$ cat config.mk
export PLATFORM = sky130hd
export DESIGN_NAME = fp_normalize_pack
export DESIGN_NICKNAME = d
export VERILOG_FILES = /design/src/rtl/fp_normalize_pack.sv
export SDC_FILE = /design/constraint.sdc
export NUM_CORES = 1
export LEC_CHECK = 0
export ABC_AREA = 0
export BUFFER_PORTS_ARGS = -buffer_cell sky130_fd_sc_hd__buf_4
export CORE_ASPECT_RATIO = 1.5
export CORE_MARGIN = 2
export CORE_UTILIZATION = 45
export DETAILED_ROUTE_END_ITERATION = 16
export PLACE_DENSITY = 0.63
export SLEW_MARGIN = 20
export SYNTH_ARGS = -nofsm -noshare
export SYNTH_HDL_FRONTEND = slang
export SYNTH_SLANG_ARGS = --single-unit
$ cat constraint.sdc
create_clock -name clk_i -period 4.4 [get_ports clk_i]
set_input_delay 0.66 -clock clk_i [delete_from_list [all_inputs] [get_ports clk_i]]
set_output_delay 0.66 -clock clk_i [all_outputs]
set_load 0.01 [all_outputs]
$ cat src/rtl/fp_normalize_pack.sv
// FP32 adder back end: iterative left-normalise, round-to-nearest-even, IEEE-754 pack.
// Build option FP_FLUSH_SUBNORM_EN flushes subnormal results to signed zero.
module fp_normalize_pack #(
    parameter int EXP_W  = 8,
    parameter int FRAC_W = 23
) (
    input  logic                  clk_i,
    input  logic                  rst_ni,
    input  logic                  in_valid_i,
    output logic                  in_ready_o,
    input  logic                  in_sign_i,
    input  logic [EXP_W-1:0]      in_exp_i,
    input  logic [FRAC_W+3:0]     in_mant_i,
    output logic                  out_valid_o,
    input  logic                  out_ready_i,
    output logic [EXP_W+FRAC_W:0] out_result_o,
    output logic                  out_overflow_o,
    output logic                  out_inexact_o,
    output logic                  out_underflow_o
);

    localparam int MANT_W = FRAC_W + 4;
    localparam int RES_W  = 1 + EXP_W + FRAC_W;
    localparam logic [EXP_W:0] EXP_ONE = {{EXP_W{1'b0}}, 1'b1};
    localparam logic [EXP_W:0] EXP_TWO = {{(EXP_W-1){1'b0}}, 2'b10};
    localparam logic [EXP_W:0] EXP_MAX = {1'b0, {EXP_W{1'b1}}};

    typedef enum logic [2:0] {IDLE, ALIGN, NORM, ROUND, DONE} state_t;

    typedef struct packed {
        logic             overflow;
        logic             inexact;
        logic             underflow;
        logic [RES_W-1:0] result;
    } pack_t;

    // mant holds {hidden, frac, guard, sticky}; the carry bit is already resolved.
    function automatic pack_t round_pack(input logic sign, input logic [EXP_W:0] exp,
                                         input logic [MANT_W-2:0] mant);
        logic              round_up;
        logic [FRAC_W+1:0] sum;
        logic [FRAC_W:0]   sig;
        logic [EXP_W:0]    exp_r;
        logic [EXP_W-1:0]  exp_field;
        pack_t             r;
        r        = '0;
        round_up = mant[1] & (mant[0] | mant[2]);
        r.inexact = mant[1] | mant[0];
        sum = {1'b0, mant[MANT_W-2:2]} + {{(FRAC_W+1){1'b0}}, round_up};
        if (sum[FRAC_W+1]) begin
            sig   = sum[FRAC_W+1:1];
            exp_r = exp + EXP_ONE;
        end else begin
            sig   = sum[FRAC_W:0];
            exp_r = exp;
        end
        if (exp_r >= EXP_MAX) begin
            r.result   = {sign, {EXP_W{1'b1}}, {FRAC_W{1'b0}}};
            r.overflow = 1'b1;
            r.inexact  = 1'b1;
        end else begin
            exp_field = sig[FRAC_W] ? exp_r[EXP_W-1:0] : {EXP_W{1'b0}};
`ifdef FP_FLUSH_SUBNORM_EN
            if (exp_field == '0 && sig[FRAC_W-1:0] != '0) begin
                r.result    = {sign, {(RES_W-1){1'b0}}};
                r.underflow = 1'b1;
                r.inexact   = 1'b1;
            end else begin
                r.result    = {sign, exp_field, sig[FRAC_W-1:0]};
                r.underflow = (exp_field == '0) & r.inexact;
            end
`else
            r.result    = {sign, exp_field, sig[FRAC_W-1:0]};
            r.underflow = (exp_field == '0) & r.inexact;
`endif
        end
        return r;
    endfunction

    state_t              state_q;
    logic                sign_q;
    logic [EXP_W:0]      exp_q;
    logic [MANT_W-1:0]   mant_q;
    logic [RES_W-1:0]    result_q;
    logic                overflow_q;
    logic                inexact_q;
    logic                underflow_q;
    pack_t               rnd;

    always_comb begin
        rnd = round_pack(sign_q, exp_q, mant_q[MANT_W-2:0]);
    end

    always_ff @(posedge clk_i) begin
        if (!rst_ni) begin
            state_q     <= IDLE;
            result_q    <= '0;
            overflow_q  <= 1'b0;
            inexact_q   <= 1'b0;
            underflow_q <= 1'b0;
        end else begin
            case (state_q)
                IDLE: begin
                    if (in_valid_i) begin
                        sign_q  <= in_sign_i;
                        exp_q   <= {1'b0, in_exp_i};
                        mant_q  <= in_mant_i;
                        state_q <= ALIGN;
                    end
                end
                ALIGN: begin
                    if (mant_q == '0) begin
                        result_q <= {sign_q, {(RES_W-1){1'b0}}};
                        state_q  <= DONE;
                    end else if (mant_q[MANT_W-1]) begin
                        // Carry out of the add: shift right once, folding the lost bit into sticky.
                        mant_q <= {1'b0, mant_q[MANT_W-1:2], mant_q[1] | mant_q[0]};
                        exp_q  <= exp_q + EXP_ONE;
                        if (exp_q == EXP_MAX - EXP_ONE) begin
                            result_q   <= {sign_q, {EXP_W{1'b1}}, {FRAC_W{1'b0}}};
                            overflow_q <= 1'b1;
                            inexact_q  <= 1'b1;
                            state_q    <= DONE;
                        end else begin
                            state_q <= ROUND;
                        end
                    end else if (!mant_q[MANT_W-2] && exp_q > EXP_ONE) begin
                        state_q <= NORM;
                    end else begin
                        state_q <= ROUND;
                    end
                end
                NORM: begin
                    // Guard shifts into frac[0]; sticky stays in place.
                    mant_q <= {1'b0, mant_q[MANT_W-3:1], 1'b0, mant_q[0]};
                    exp_q  <= exp_q - EXP_ONE;
                    if (mant_q[MANT_W-3] || exp_q == EXP_TWO) begin
                        state_q <= ROUND;
                    end
                end
                ROUND: begin
                    result_q    <= rnd.result;
                    overflow_q  <= rnd.overflow;
                    inexact_q   <= rnd.inexact;
                    underflow_q <= rnd.underflow;
                    state_q     <= DONE;
                end
                DONE: begin
                    if (out_ready_i) begin
                        result_q    <= '0;
                        overflow_q  <= 1'b0;
                        inexact_q   <= 1'b0;
                        underflow_q <= 1'b0;
                        state_q     <= IDLE;
                    end
                end
                default: state_q <= IDLE;
            endcase
        end
    end

    assign in_ready_o      = (state_q == IDLE);
    assign out_valid_o     = (state_q == DONE);
    assign out_result_o    = result_q;
    assign out_overflow_o  = overflow_q;
    assign out_inexact_o   = inexact_q;
    assign out_underflow_o = underflow_q;

endmodule

# After elaboration in Yosys (flattened, before gate mapping)
# Index checks and enable logic that the tools add are counted.
dict set report word_totals {
  regBits 75
  output_inout_bits 37
}
dict set report classes {
  n_addsub 3
  magnitude_cmp 2
  eq_ne 14
  n_mux 34
  n_bitwise 5
  reduce_logical 18
}
# operator n
set op_table {}
lappend op_table {{32-bit 2-to-1 mux} 4}
lappend op_table {{32-bit one-hot mux with 3 select lines} 1}
lappend op_table {{27-bit one-hot mux with 3 select lines} 1}
lappend op_table {{27-bit 2-to-1 mux} 2}
lappend op_table {{9-bit 2-to-1 mux} 4}
lappend op_table {{31-bit 2-to-1 mux} 1}
lappend op_table {{27-bit zero test} 1}
lappend op_table {{9-bit one-hot mux with 3 select lines} 1}
lappend op_table {{26-bit 2-to-1 mux} 1}
lappend op_table {{24-bit by 1-bit adder with 25-bit output} 1}
lappend op_table {{24-bit 2-to-1 mux} 1}
lappend op_table {{3-bit 2-to-1 mux} 6}
lappend op_table {{3-bit one-hot mux with 5 select lines} 1}
lappend op_table {{2-bit inequality test, second input constant} 5}
lappend op_table {{5-bit AND reduction} 2}
lappend op_table {{9-bit by 1-bit adder with 9-bit output, second input constant} 1}
lappend op_table {{9-bit by 2-bit == test with 1-bit output, second input constant} 1}
lappend op_table {{9-bit by 8-bit == test with 1-bit output, second input constant} 1}
lappend op_table {{9-bit by 8-bit greater-or-equal comparator with 1-bit output, second input constant} 1}
lappend op_table {{9-bit by 1-bit greater-than comparator with 1-bit output, second input constant} 1}
lappend op_table {{9-bit by 1-bit subtractor with 9-bit output, second input constant} 1}
lappend op_table {{8-bit zero test} 1}
lappend op_table {{8-bit 2-to-1 mux} 1}
lappend op_table {{4-bit AND reduction} 2}
lappend op_table {{21 further kinds} 34}

# Logic depth before layout (Yosys ltp)
# Gate-level depths: netlist of the first run.
dict set report depth {
  depth_word 9
  ltp_mapped 11
}

# Least setup slack after synthesis of the first run
# No wires, ideal clock.
dict set report synth_timing {
  path_kind {reg-to-reg}
  start {register state_q[1]}
  end {register exp_q[0] (enable)}
  setup_time_ns 0.436
  t_arrival_ns 2.989
  t_required_ns 3.964
  slack_ns 0.975
  stages_incl_launch_ff 6
  n_path_buf 3
  cell_sequence {dfxtp_1 clkbuf_1 buf_1 buf_1 o21ai_0 a21oi_1}
}
dict set report synth_between {
  elab_chain_cells 3
  elab_cells_between_ends 8
}
# element line
set synth_rtl {}
lappend synth_rtl {{start, declared} 80} ;# state_t state_q;
lappend synth_rtl {{start signal, assigned} 96} ;# state_q <= IDLE;
lappend synth_rtl {{start signal, assigned} 108} ;# state_q <= ALIGN;
lappend synth_rtl {{start signal, assigned} 114} ;# state_q <= DONE;
lappend synth_rtl {{3-bit by 1-bit == test with 1-bit output, or another cell as far along} 102} ;# case (state_q)
lappend synth_rtl {{2-bit inequality test (no source line) or 3-bit nonzero test (tied branches)} --}
lappend synth_rtl {{5-bit AND reduction (no source line) (*)} --}
lappend synth_rtl {{end signal, assigned} 106} ;# exp_q <= {1'b0, in_exp_i};
lappend synth_rtl {{end signal, assigned} 118} ;# exp_q <= exp_q + EXP_ONE;
lappend synth_rtl {{end signal, assigned} 136} ;# exp_q <= exp_q - EXP_ONE;
lappend synth_rtl {{end, declared} 82} ;# logic [EXP_W:0] exp_q;
# Every way passes the cells marked *; elsewhere a longest branch is shown, timed or not.
# A chain may end at the register's enable or synchronous reset.

# Final worst setup path of the first run
dict set report layout_timing {
  start {register mant_q[1]}
  end {register result_q[14], in the netlist out_result_o[14]}
}
dict set report layout_between {
  elab_chain_cells 6
  elab_cells_between_ends 12
}
# element line
set layout_rtl {}
lappend layout_rtl {{start, declared} 83} ;# logic [MANT_W-1:0] mant_q;
lappend layout_rtl {{start signal, assigned} 107} ;# mant_q <= in_mant_i;
lappend layout_rtl {{start signal, assigned} 117} ;# mant_q <= {1'b0, mant_q[MANT_W-1:2], mant_q[1] | mant_q[0]};
lappend layout_rtl {{start signal, assigned} 135} ;# mant_q <= {1'b0, mant_q[MANT_W-3:1], 1'b0, mant_q[0]};
lappend layout_rtl {{1-bit bitwise AND} 47} ;# round_up = mant[1] & (mant[0] | mant[2]);
lappend layout_rtl {{24-bit by 1-bit adder with 25-bit output} 49} ;# sum = {1'b0, mant[MANT_W-2:2]} + {{(FRAC_W+1){1'b0}}, round_up};
lappend layout_rtl {{9-bit 2-to-1 mux} 50} ;# if (sum[FRAC_W+1]) begin
lappend layout_rtl {{9-bit by 8-bit greater-or-equal comparator with 1-bit output} 57} ;# if (exp_r >= EXP_MAX) begin
lappend layout_rtl {{31-bit 2-to-1 mux} 57}
lappend layout_rtl {{32-bit one-hot mux with 3 select lines} 102}
lappend layout_rtl {{end signal, assigned} 113} ;# result_q <= {sign_q, {(RES_W-1){1'b0}}};
lappend layout_rtl {{end signal, assigned} 120} ;# result_q <= {sign_q, {EXP_W{1'b1}}, {FRAC_W{1'b0}}};
lappend layout_rtl {{end signal, assigned} 142} ;# result_q <= rnd.result;
lappend layout_rtl {{end, declared} 84} ;# logic [RES_W-1:0] result_q;
# Parallel ways exist; a longest one is shown, timed or not.

==> results of run 1 <==
-- stage by stage --
stage	hold slack [ns]	power (mW)	utilization, %	std cells	worst slack, ns
final	0.450	2.52	54.5	846	1.10
after global routing	0.482	2.66	54.5	846	0.776
after CTS	0.458	2.52	54.5	846	1.11
after detailed placement	0.444	1.73	51.6	830	1.09
after global placement	0.439	1.71	51.6	830	1.29
after floorplan	0.479	1.49	-	647	0.975
-- Yosys cell counts (4+ instances only) --
| cell type | n |
|---|---|
| sky130_fd_sc_hd__and3_1 | 11 |
| sky130_fd_sc_hd__o221a_1 | 7 |
| sky130_fd_sc_hd__a31oi_1 | 7 |
| sky130_fd_sc_hd__o21ai_0 | 54 |
| sky130_fd_sc_hd__xnor2_1 | 20 |
| sky130_fd_sc_hd__xor2_1 | 21 |
| sky130_fd_sc_hd__o211ai_1 | 4 |
| sky130_fd_sc_hd__edfxtp_1 | 37 |
| sky130_fd_sc_hd__nor3_1 | 11 |
| sky130_fd_sc_hd__and4_1 | 4 |
| sky130_fd_sc_hd__inv_1 | 11 |
| sky130_fd_sc_hd__buf_2 | 5 |
| sky130_fd_sc_hd__nor4_1 | 6 |
| sky130_fd_sc_hd__nor2_1 | 100 |
| sky130_fd_sc_hd__a21oi_1 | 67 |
| sky130_fd_sc_hd__dfxtp_1 | 38 |
| sky130_fd_sc_hd__nand3_1 | 24 |
| sky130_fd_sc_hd__mux2i_1 | 4 |
| sky130_fd_sc_hd__nand4_1 | 16 |
| sky130_fd_sc_hd__a22oi_1 | 7 |
| sky130_fd_sc_hd__nand2_1 | 63 |
| sky130_fd_sc_hd__clkbuf_1 | 32 |
| sky130_fd_sc_hd__o22ai_1 | 34 |
| sky130_fd_sc_hd__ha_1 | 6 |
| sky130_fd_sc_hd__buf_1 | 9 |
-- how the worst max path moves through the flow --
stage / start / endpoint / cells after the start
floorplan: state_q[1] / exp_q[0] / 5
global placement: mant_q[1] / out_result_o[14] / 9
detailed placement: mant_q[1] / out_result_o[14] / 9
CTS: mant_q[1] / out_result_o[14] / 9
global route: mant_q[1] / out_result_o[22] / 9
finish: mant_q[1] / out_result_o[14] / 9
-- cell families after synthesis --
kind of cell	Yosys count
AND/OR/NAND/NOR	254
AO/OA/AOI/OAI	207
flip-flops	75
buffers and inverters	59
XOR/XNOR	41
adder cells (fa/ha/maj)	6
multiplexers	5
-- layer usage --
layer	vias up	GRT usage [%]
met2	210	40.2
met1	2376	33.2
met3	27	4.24
met5	-	0
li1	2481	-
met4	0	9.91
-- final cells by class --
cell class	count	area [µm²]	share of cell area (%)
repair buffers	83	623	10.4
clock buffers	10	250	4.18
clock inverters	6	70.1	1.17
flip-flops and latches	75	1870	31.3
inverters	12	45.0	0.752
well taps	147	184	3.07
multi-input cells	513	2950	49.2
-- flip-flops by register name, indices dropped and copies added (netlist names) --
name / count
out_overflow_o: 1
state_q: 3
out_result_o: 32
exp_q: 9
out_inexact_o: 1
out_underflow_o: 1
sign_q: 1
mant_q: 27
-- worst register-to-register path: stages (launching register included) --
cell and delay [ns]:
sky130_fd_sc_hd__edfxtp_1 0.45, sky130_fd_sc_hd__o21a_1 0.16, sky130_fd_sc_hd__ha_1 0.22, sky130_fd_sc_hd__ha_1 0.24, sky130_fd_sc_hd__nand2_1 0.09, sky130_fd_sc_hd__nor2_1 0.60, sky130_fd_sc_hd__nand3_2 0.30, sky130_fd_sc_hd__and2_1 0.29
sky130_fd_sc_hd__o21ai_1 0.59, sky130_fd_sc_hd__o21ai_0 0.20
-- power groups by stage --
stage               Clock, mW  Combinational, mW  Sequential (mW)
CTS                     0.803              0.738            0.981
global placement            0              0.719            0.992
floorplan                   0              0.559            0.934
global route            0.833              0.826             1.00
detailed placement          0              0.736            0.996
finish                  0.795              0.741            0.986
==> results.md, run 1 <==
* Status: finished, final reports clean
* Endpoint of the lowest-slack register-to-register path: out_result_o[14]
* Portion of netlist area occupied by mux cells at 1.02%
* Stage delay of the slowest cell on the critical path at 0.60 ns
* Final Net Count at 740
* Number of enable-type register cells in the synthesized netlist at 37
* Commonest cells after routing, fill and taps aside: sky130_fd_sc_hd__nor2_1, sky130_fd_sc_hd__buf_4, sky130_fd_sc_hd__a21oi_1
* Hold-critical path endpoint: out_result_o[12]
* Clock latency on the worst-skew pair at 0.35 ns
* Adder-cell share of the synthesized area at 1.49%
* Gate family responsible for the most delay along the worst path: simple AND/OR/NAND/NOR gates
* Critical path's slowest cell: sky130_fd_sc_hd__nor2_1
* DR WL/cell at 17.7 µm
* Worst supply voltage drop on vdd at 0.229 mV
* Worst setup SP type: register
* Simple logic cell fraction of the synthesized area at 23.5%
* Synth Net Count at 693
* Setup repair bufs after CTS at 0
* Detailed placement HPWL at 10.8 mm
* Floorplan row count at 47
* Total detailed-routing wirelength at 15.0 mm
* Part of the Yosys area used for sequential elements at 37.1%
* Count of final max-slew check failures at 0
* Number of global-route vias before repair at between 4000 and 5000
* Cell Area, Synth at 5050 µm²
* Slew HR at 45.4%
* Area growth from synthesis to layout at 18.7%
* Yosys top cell by area: sky130_fd_sc_hd__edfxtp_1
* Aggregate negative setup slack at 0 ns
* Core area at 11000 µm²
* TritonCTS clock tree: done
* Maximum fanout count along the critical path at 12
* Maximum Capacitance Violations at 0
* Number of buffers on the longest clock path at 2
* Pwr dens at 421 nW/µm²
* Average cell area after synthesis at 7.81 µm²
* Largest family of logic cells by synthesized area: compound AO/OA/AOI/OAI gates
* Reg2reg start: mant_q[1]
* Final antenna diode count at 0
* Root buffer cell: sky130_fd_sc_hd__clkbuf_16
* Clock period minus final worst setup slack at between 3 and 4 ns
* Critical path cell sequence: o21a_1, ha_1, ha_1, nand2_1, nor2_1, nand3_2, and2_1, o21ai_1, o21ai_0
* Io pins at 77
* Internal Pwr Total at 1.62 mW
* DRC marker count from the first detailed-route iteration at 391
* CTS sink count at 75
* Total of warnings raised by yosys at 0
* Routed length on met3 at 914 µm
* Length in cells of the worst reg-to-reg path at 9
* Clock transition at path regs at 0.06 ns
* Pin count of the biggest net entering global routing at 75
* Standard cell area after detailed placement at approximately 5700 µm²
* Required arrival time at the worst endpoint at 4.60 ns
* First-pass detailed-route iteration total at 5
* Sequential fraction of design power at between 30% and 40%
* GRT Total Usage at 24.9%
* Netlist cell types at 60
* Inserted Clock Buffers at 9
* First-pass GRT wire length at 24.3 mm
* Total of endpoints with negative setup slack in the final report at 0
* Power share of the combinational group at slightly below 30%
* Total of cells resized after clock tree synthesis at 0
* Fraction of power spent switching nets at 35.6%
* Starting density of the core at a little under half
* Number of antenna violations at the first check in global routing at 0
* Worst hold path cell count at 2
* RSZ-0062 raised after global routing: no
* Final instance area at between 5000 and 6000 µm²
* Measured slew at the worst slew-check pin at 0.812 ns
* Number of remaining DRC errors at 0
* CP Buf/Inv Count at 0
* Cell occurring most often along the worst timing path: sky130_fd_sc_hd__ha_1
* Routed via count at 5094
* Synth top area share at 22.0%
* Reg2reg setup slack at ~1.1 ns
* Beginning of the worst hold path: out_result_o[12]
* Count of fill cells added during filler insertion at 1057
* Clock share of power at 31.5%
* Ys async rst share at 0%
* Routability cong. at ~0.96
* Chip height at 134 µm
* Proportion of layout cells with a drive suffix above 1 at 15.9%
* Total count of hold-check failures in the final report at 0
* Clock tree skew after final layout at roughly 0.011 ns
* Per-cell via count in the routed design at 6.02
* Post-route antenna net violation count at 0
* Hold_buf cts at 0
* Most area-consuming cells after synthesis: sky130_fd_sc_hd__edfxtp_1, sky130_fd_sc_hd__dfxtp_1, sky130_fd_sc_hd__nor2_1, sky130_fd_sc_hd__a21oi_1, sky130_fd_sc_hd__o21ai_0
* Number of port buffers at 76
* Period utilisation layout at 75.0%
* Primary FF master, synth: sky130_fd_sc_hd__dfxtp_1
* P_sw at around 0.90 mW
* Horizontal die dimension at 90.5 µm
* Critical path type: register to register
* Worst min-delay path class: register to register
* Routed met1 length at 6.50 mm
* H-tree depth at 3
* Remaining Overflow, GRT at 0
* Kind of end point of the critical path: register
* Total length of routed met2 wires at 7.22 mm
* Synth Instances at 647
* Max Used Layer: met4
* Static Leakage at 2.31 nW
* Post-synthesis share of cell area spent on xor and xnor gates at under 10%
* Highest clock rate at 303 MHz
* Die area at 12100 µm²
* Most common cell after layout, fill and taps aside: sky130_fd_sc_hd__nor2_1
* Critical path arrival at 3.50 ns
* Complex-gate fraction of the synthesized area at between 20% and 30%
* Total of flip-flops plus latches after synthesis at 75
(Power assumes the default switching activity.)
==> run 2: changes to the inputs <==
PLACE_DENSITY = 0.65   (was 0.63)
clock period = 2.75 ns   (was 4.4 ns; I/O delays follow)
==> run 2 against run 1 <==
Against the previous run: utilization grew 2.5 points; power grew 65%; cell count grew 3.8%; first-iteration DRC count grew 9.7%; setup slack lost 0.97 ns; sequential share of layout area shrank 1.4 points; clock power grew 62%; clock skew is essentially flat; cell area grew 4.6%; largest power group unchanged; highest routed layer unchanged.
==> results.md, run 2 (synthesis results as in run 1) <==
* Status: finished, final reports clean
* Per-cell via count in the routed design at between 5 and 6
* Chip height at 134 µm
* DR WL/cell at 17.5 µm
* Flip-flop count of the largest register after layout at 32
* Pin count of the biggest net entering global routing at between 50 and 60
* TritonCTS clock tree: done
* Area growth from synthesis to layout at 24.2%
* Clock period minus final worst setup slack at approximately 2.6 ns
* Measured slew at the worst slew-check pin at around 0.73 ns
* Least setup slack across all paths after layout at 0.130 ns
* Maximum fanout count along the critical path at 5
* Number of global-route vias before repair at 4860
* Count of final max-slew check failures at 0
* Static Leakage at 2.47 nW
* Die area at 12100 µm²
* Number of antenna violations at the first check in global routing at 0
* Number of buffers on the longest clock path at 2
* Highest clock rate at 382 MHz
* Worst hold slack at 0.255 ns
* Horizontal die dimension at 90.5 µm
* Stage delay of the slowest cell on the critical path at 0.45 ns
* Number of remaining DRC errors at 0
* Inserted Clock Buffers at 9
* Aggregate negative setup slack at 0 ns
* Required arrival time at the worst endpoint at 2.99 ns
* Worst min-delay path class: input pin to register
* Post-route antenna net violation count at 0
* Commonest cells after routing, fill and taps aside: sky130_fd_sc_hd__buf_4, sky130_fd_sc_hd__nor2_1, sky130_fd_sc_hd__a21oi_1
* Root buffer cell: sky130_fd_sc_hd__clkbuf_16
* DRC marker count from the first detailed-route iteration at ~430
* Starting density of the core at between 40% and 50%
* Final antenna diode count at 0
* Hold_buf cts at 0
* Worst supply voltage drop on vdd at 0.319 mV
* Maximum Capacitance Violations at 0
* Critical path arrival at 2.86 ns
* Total power draw at approximately 4.2 mW
* Io pins at 77
* Number of port buffers at 76
* RSZ-0062 raised after global routing: no
* First-pass GRT wire length at 24.8 mm
* Proportion of layout cells with a drive suffix above 1 at 20.0%
* Total detailed-routing wirelength at roughly 15 mm
* Core area at 11000 µm²
* Total count of hold-check failures in the final report at 0
* Critical path's slowest cell: sky130_fd_sc_hd__edfxtp_1
* Kind of end point of the critical path: register
* Critical path type: register to register
* Total of endpoints with negative setup slack in the final report at 0
* Routed via count at between 5000 and 6000
* Setup repair bufs after CTS at 0
* Detailed placement HPWL at 11.5 mm
* GRT Total Usage at between 20% and 30%
* Floorplan row count at 47
* Pwr dens at approximately 660 nW/µm²
* Worst setup SP type: register
* Clock tree skew after final layout at 0.0119 ns
* Period utilisation layout at 95.3%
* Total of cells resized after clock tree synthesis at 0
* H-tree depth at 3
* Slew HR at 50.0%
* Final Net Count at 772
* First-pass detailed-route iteration total at 5
* Clock transition at path regs at 0.06 ns
* Count of fill cells added during filler insertion at 1038
* Most common cell after layout, fill and taps aside: sky130_fd_sc_hd__buf_4
* Place WS at 0.117 ns
* Remaining Overflow, GRT at 0
* Critical path cell sequence: o21a_1, ha_1, ha_1, nand2_1, nor2_2, buf_4, nand4b_1, o21ai_0, o22ai_1, o31ai_1
* Routability cong. at 1.04
* Cell occurring most often along the worst timing path: sky130_fd_sc_hd__ha_1
* Clock latency on the worst-skew pair at around 0.34 ns
* CTS sink count at 75
[run 2: final cells by class]
cell class                      count  area [µm²]  share of cell area, %
Multi-Input combinational cell    513        2970                   47.3
Sequential cell                    75        1870                   29.9
Timing Repair Buffer              115         876                   14.0
Clock buffer                       10         239                   3.81
Tap cell                          147         184                   2.93
Clock inverter                      6        87.6                   1.40
Inverter                           12        45.0                  0.718
[run 2: worst max-delay path: cells and delay by family (launching register included)]
kind            cells  cell delay [ns]
simple gates        3             0.42
fa+ha+maj           2             0.46
buf+inv             1             0.17
compound gates      4             1.02
flops               1             0.45
[run 2: power breakdown]
part,internal [mW],total (mW),leakage [nW],switching (mW)
clock,0.819,1.29,0.159,0.469
combinational,0.544,1.38,1.66,0.831
sequential,1.36,1.50,0.651,0.135
[run 2: worst paths after layout]
check | slack (ns) | end | depth (start not counted) | startpoint
worst max-delay path | 0.13 | out_underflow_o | 10 | mant_q[2]
worst min-delay path | 0.26 | sign_q | 1 | in_sign_i
worst max register to register | 0.13 | out_underflow_o | 10 | mant_q[2]
worst min register to register | 0.46 | out_result_o[12] | 2 | out_result_o[12]
[run 2: through the flow]
stage	instances	cell area, µm²	util [%]
after floorplan	647	5060	-
after global placement	861	5930	53.9
after detailed placement	862	5930	54.0
after CTS	878	6260	56.9
after global routing	878	6270	57.0
final	878	6270	57.0
[run 2: per-layer routing]
layer / wire (µm) / track usage, % / share of wire [%]
met5: 0 / 0 / 0
met4: 451 / 10.9 / 2.9
met3: 922 / 3.39 / 6.0
met2: 7400 / 41.2 / 48
met1: 6560 / 33.6 / 43
